## config.mk

```make
export PLATFORM = sky130hd
export DESIGN_NAME = riscv_fetch
export DESIGN_NICKNAME = d
export VERILOG_FILES = /design/src/rtl/riscv_fetch.sv
export SDC_FILE = /design/constraint.sdc
export NUM_CORES = 1
export LEC_CHECK = 0
export ABC_AREA = 0
export BUFFER_PORTS_ARGS = -buffer_cell sky130_fd_sc_hd__buf_2
export CAP_MARGIN = 20
export CORE_ASPECT_RATIO = 1.1
export CORE_MARGIN = 3
export CORE_UTILIZATION = 25
export CTS_BUF_LIST = sky130_fd_sc_hd__clkbuf_4
export DETAILED_ROUTE_END_ITERATION = 12
export PLACE_DENSITY = 0.47
export SLEW_MARGIN = 20
export SYNTH_ARGS = -nofsm -noshare
export SYNTH_HDL_FRONTEND = slang
export SYNTH_SLANG_ARGS = --single-unit
export TNS_END_PERCENT = 30
```

## constraint.sdc

```tcl
create_clock -name clk_i -period 7.5 [get_ports clk_i]
set_input_delay 0.75 -clock clk_i [delete_from_list [all_inputs] [get_ports clk_i]]
set_output_delay 0.75 -clock clk_i [all_outputs]
set_load 0.1 [all_outputs]
```

## src/rtl/riscv_fetch.sv

```systemverilog
// Instruction-fetch stage: owns the PC, issues single-cycle-latency reads and
// hands {pc, instruction} to decode through a small fall-through FIFO.
module riscv_fetch #(
    parameter logic [31:0] RESET_PC = 32'h0000_0000,
    parameter int unsigned DEPTH    = 2
) (
    input  logic        clk_i,
    input  logic        reset_i,
    input  logic        fetch_en_i,
    input  logic        redirect_i,
    input  logic [31:0] redirect_pc_i,
    output logic [31:0] iaddr_o,
    output logic        ird_o,
    input  logic [31:0] irdata_i,
    output logic        inst_valid_o,
    output logic [31:0] inst_o,
    output logic [31:0] inst_pc_o,
    input  logic        inst_ready_i
);

    localparam int unsigned PW = (DEPTH > 1) ? $clog2(DEPTH) : 1;
    localparam int unsigned CW = $clog2(DEPTH + 1);

    typedef enum logic [1:0] {
        IDLE  = 2'd0,
        RUN   = 2'd1,
        FLUSH = 2'd2
    } state_t;

    state_t         state;
    state_t         state_next;
    logic [31:0]    pc;
    logic [31:0]    req_pc;
    logic           inflight;
    logic           kill;
    logic [PW-1:0]  rd_ptr;
    logic [PW-1:0]  wr_ptr;
    logic [CW-1:0]  count;
    logic [31:0]    fifo_pc   [DEPTH];
    logic [31:0]    fifo_inst [DEPTH];

    logic           empty;
    logic           resp;
    logic           pop;
    logic           pop_fifo;
    logic           push;
    logic           issue;
    logic           flush;
    logic [CW:0]    occ;

    // Next state and fetch issue; issue is held back whenever the FIFO plus
    // the outstanding response would exceed DEPTH after this cycle's pop.
    always_comb begin
        state_next = state;
        issue      = 1'b0;
        occ        = (CW+1)'(count) + (CW+1)'(inflight) - (CW+1)'(pop);
        unique case (state)
            IDLE:    state_next = RUN;
            RUN: begin
                if (redirect_i) begin
                    state_next = FLUSH;
                end
                issue = fetch_en_i & ~redirect_i & (occ < (CW+1)'(DEPTH));
            end
            FLUSH:   state_next = redirect_i ? FLUSH : RUN;
            default: state_next = IDLE;
        endcase
    end

    // Head of queue; an arriving response falls straight through when empty.
    always_comb begin
        empty        = (count == '0);
        resp         = inflight & ~kill;
        inst_valid_o = ~empty | resp;
        inst_o       = 32'h0;
        inst_pc_o    = 32'h0;
        if (!empty) begin
            inst_o    = fifo_inst[rd_ptr];
            inst_pc_o = fifo_pc[rd_ptr];
        end else if (resp) begin
            inst_o    = irdata_i;
            inst_pc_o = req_pc;
        end
        pop      = inst_valid_o & inst_ready_i;
        pop_fifo = pop & ~empty;
        push     = resp & ~(empty & pop);
        flush    = redirect_i & (state != IDLE);
        ird_o    = issue;
        iaddr_o  = pc;
    end

    always_ff @(posedge clk_i or negedge reset_i) begin
        if (!reset_i) begin
            state <= IDLE;
        end else begin
            state <= state_next;
        end
    end

    always_ff @(posedge clk_i or negedge reset_i) begin
        if (!reset_i) begin
            pc       <= RESET_PC;
            req_pc   <= 32'h0;
            inflight <= 1'b0;
            kill     <= 1'b0;
            rd_ptr   <= '0;
            wr_ptr   <= '0;
            count    <= '0;
        end else begin
            inflight <= issue;
            kill     <= flush;
            if (issue) begin
                pc     <= pc + 32'd4;
                req_pc <= pc;
            end
            if (redirect_i) begin
                pc <= redirect_pc_i & 32'hFFFF_FFFC;
            end
            if (flush) begin
                rd_ptr <= '0;
                wr_ptr <= '0;
                count  <= '0;
            end else begin
                if (push) begin
                    wr_ptr <= wr_ptr + PW'(1);
                end
                if (pop_fifo) begin
                    rd_ptr <= rd_ptr + PW'(1);
                end
                count <= count + CW'(push) - CW'(pop_fifo);
            end
        end
    end

    // Payload storage needs no reset; occupancy is tracked by count.
    always_ff @(posedge clk_i) begin
        if (push && !flush) begin
            fifo_pc[wr_ptr]   <= req_pc;
            fifo_inst[wr_ptr] <= irdata_i;
        end
    end

endmodule

```

==> results.ini <==
[detailed_routing]
drt-pass1-iter-count=4
detail_route.iter0.violations=288
finalWirelength_mm=23.2
route.met3.wl_um=832
detailed_route_wire_length_on_metal_1_mm=11.0
post_drt_wl_per_cell_um=18.1
final_antenna_net_count=0
post-route-drc-count=0
routed-via-count=5809
met2_length_mm=11.1
highest_layer=met4
post_drt_via_cell_ratio=4.54

[power]
pwr_density_cell_mw_per_mm2=413
worst_ir_drop_vdd_v=0.000155
p_leak_nw=3.79

[clocking]
post_cts_resized=0
clock_transition_at_the_registers_of_the_reported_paths_ps=180
cts_root_buffer=clkbuf_4
tritoncts=yes
clkLatencyLatePin_ps=580
clock_path_buffers=2
cts_htree_levels=4
clock-sinks=192
cts_inserted_buffers=17
post_cts_setup_buffer_count=0

[critical_path]
max_stage_delay_ps=590
r2r.worst_path.cells=10
worst-setup-path-type=reg -> out
regToRegEndpoint=iaddr_o[31]$_DFFE_PN0P_
crit_end_category=primary output
critical_path.slowest_cell=dfrtp_1
endpoint_arrival_time_on_the_critical_path_ps=3520
worstReg2RegStart=count[1]$_DFF_PN0_
worst_setup_path_endpoint=ird_o
crit_start=count[1]$_DFF_PN0_
setup.worst_path.start_class=register
timing.reg2reg.setup_slack_ps=3930
cp.required_ps=6750
cp_max_fo=9
worstPathCellList=nor2_4 -> nand2_1 -> and2_1 -> ha_1 -> nand2b_1 -> fa_1 -> nand4b_4 -> nor3_2 -> buf_2

[synthesis]
proportion_of_synthesized_flip_flops_having_asynchronous_set_or_reset_pct=35.4
synthesis.area_per_instance_um2=12.5
synth_enable_flop_cells=124
synthesis.instances=682
synth.distinct_cells=55
synth_ff_type=edfxtp_1
synth_area_mm2=0.00855
seq_area_frac_synth_pct=63.4
ys_seq_elements=192
yosys_warnings=0

[sta]
totalNegativeSetupSlack_ps=0
final-setup-viol-count=0
slew_worst_pin_ps=1030
hold_ws_ps=363
max_freq_mhz=234
layout_worst_path_cycle_share_pct=56.9
fin_skew_ps=24.0
grt_setup_unrepaired=no
maxSlewViolCount=0
layout_min_cycle_time_ps=4270
timing.max_slew.rel_slack_pct=31.0
finalHoldViolations=0

[finish]
fillCellCount=3505
area_growth_pct=18.4
final_nets=906
drive_above_1_share_pct=29.2

[global_routing]
maximum_number_of_pins_on_one_net_before_global_route_repair=69
globalRouteOverflowTotal=0
globalRouteTotalUtil_pct=12.8
number_of_antenna_violations_at_the_first_check_in_global_routing=2
vias_in_the_first_global_route=5825
grt_pass1_wl_mm=35.4

[placed_design]
globalplace.congestion=0.759
io_buffer_count=160
dpl.hpwl_mm=14.8

[floorplanning]
initial_utilization_pct=25.6
boundaryPins=167
fp-row-count=70
core_region_area_mm2=0.0335
floorplan.die.height_um=200
floorplan.die.width_um=182
design.die.area_mm2=0.0365

[run_status]
status=finished, final reports clean

[hold_path]
min_delay_path_depth=3
timing.hold.worst.class=in -> reg

[job]
reported_max_cap_violation_count=0

-- metal layers --
layer / GRT usage (%) / up-vias
met5: 0 / -
li1: - / 2821
met3: 2.56 / 7
met1: 17.6 / 2862
met2: 20.8 / 119
met4: 3.10 / 0
-- worst max-delay path, delay by kind of cell, from the launching register on --
kind / cells / cell delay, ps
adder cells (fa/ha/maj): 2 / 810
buffers and inverters: 1 / 490
flip-flops: 1 / 590
AND/OR/NAND/NOR: 6 / 1040
-- worst min-delay path by stage --
| stage | start | end | slack, ps |
|---|---|---|---|
| after floorplan | reset_i | count[0]$_DFF_PN0_ | 450 |
| after global placement | req_pc[21]$_DFFE_PN0P_ | fifo_pc[0][21]$_DFFE_PP_ | 480 |
| after detailed placement | req_pc[16]$_DFFE_PN0P_ | fifo_pc[0][16]$_DFFE_PP_ | 480 |
| after CTS | reset_i | iaddr_o[26]$_DFFE_PN0P_ | 270 |
| after global routing | redirect_pc_i[8] | iaddr_o[8]$_DFFE_PN0P_ | 280 |
| final | redirect_pc_i[5] | iaddr_o[5]$_DFFE_PN0P_ | 360 |
-- cells by family (layout without fill, tap and decap cells) --
group / after synthesis / after routing / share of synthesized area [%]
buf+inv: 54 / 214 / 2.75
xor+xnor: 13 / 13 / 1.55
other cells: 1 / 6 / 0.0438
mux: 93 / 93 / 11.3
fa+ha+maj: 5 / 5 / 0.819
compound gates: 119 / 119 / 8.04
flops: 192 / 192 / 63.4
simple gates: 205 / 205 / 12.1
-- state kept, by name (all words and copies together) (netlist names) --
signal     count
count          2
state          2
fifo_inst     64
iaddr_o       30
kill           1
fifo_pc       60
req_pc        30
inflight       1
wr_ptr         1
rd_ptr         1
-- cell usage after synthesis, types with 2 or more instances --
master    count  area [µm²]
o31a_1        3        26.3
a311o_1       2        20.0
nor4_1        9        56.3
buf_4         5        37.5
buf_2         5        25.0
or3_1         2        12.5
nor2b_1       5        31.3
mux2_2       30         338
xor2_1        3        26.3
buf_1         5        18.8
and4_1        4        35.0
nor3b_1       2        15.0
clkbuf_1     26        97.6
a22oi_1       2        15.0
a31oi_1      11        68.8
and2_1        6        37.5
and3_1        6        37.5
a21oi_1       4        20.0
dfrtp_1      68        1700
o21ai_0      80         400
edfxtp_1    124        3720
mux2i_1      63         631
inv_1        11        41.3
nand2_1      87         327
nand2b_1      3        18.8
nand4_1      15        93.8
or4_1         8        60.1
o31ai_1       8        60.1
nand3_1      16        80.1
ha_1          4        50.1
nor2_1       25        93.8
xnor2_1       9        78.8
nor3_1        9        45.0
-- cell type report --
| class | count | area (µm²) | area share [%] |
|---|---|---|---|
| Sequential cell | 192 | 5430 | 53.6 |
| Multi-Input combinational cell | 439 | 2930 | 29.0 |
| Timing Repair Buffer | 170 | 901 | 8.90 |
| Tap cell | 432 | 541 | 5.34 |
| Clock inverter | 15 | 145 | 1.43 |
| Clock buffer | 17 | 128 | 1.26 |
| Inverter | 12 | 45.0 | 0.445 |
| Antenna cell | 2 | 5.00 | 0.0494 |
-- stage by stage --
stage	setup WS, ps	total power, W	utilization [%]	std cells	area (µm²)
4_1_cts	3100	0.00425	30.1	1275	10100
3_3_place_gp	3750	0.00366	29.3	1243	9810
3_5_place_dp	3780	0.00368	29.3	1243	9810
2_1_floorplan	1330	0.00325	-	685	8570
6_report	3230	0.00419	30.3	1279	10100
5_1_grt	3000	0.00439	30.3	1279	10100
-- layout by cell type, fill, tap and decap left out, types with 15 or more instances in the layout --
master | Yosys | final
edfxtp_1 | 124 | 124
mux2i_1 | 63 | 63
nand4_1 | 15 | 15
mux2_2 | 30 | 30
clkbuf_4 | 0 | 17
buf_2 | 5 | 159
nand3_1 | 16 | 16
nor2_1 | 25 | 24
dfrtp_1 | 68 | 67
o21ai_0 | 80 | 80
nand2_1 | 87 | 87
-- report_power, final --
part | internal (W) | switching, W
clock network | 0.000175 | 0.000382
logic | 0.000423 | 0.00173
registers | 0.00131 | 0.000163
total | 0.00191 | 0.00228
-- timing repair --
action                                  4_1_cts  5_1_grt
endpoints found under the setup margin        0        0
endpoints found under the hold margin         0        8
hold buffers                                  0        1
(Power assumes the default switching activity.)
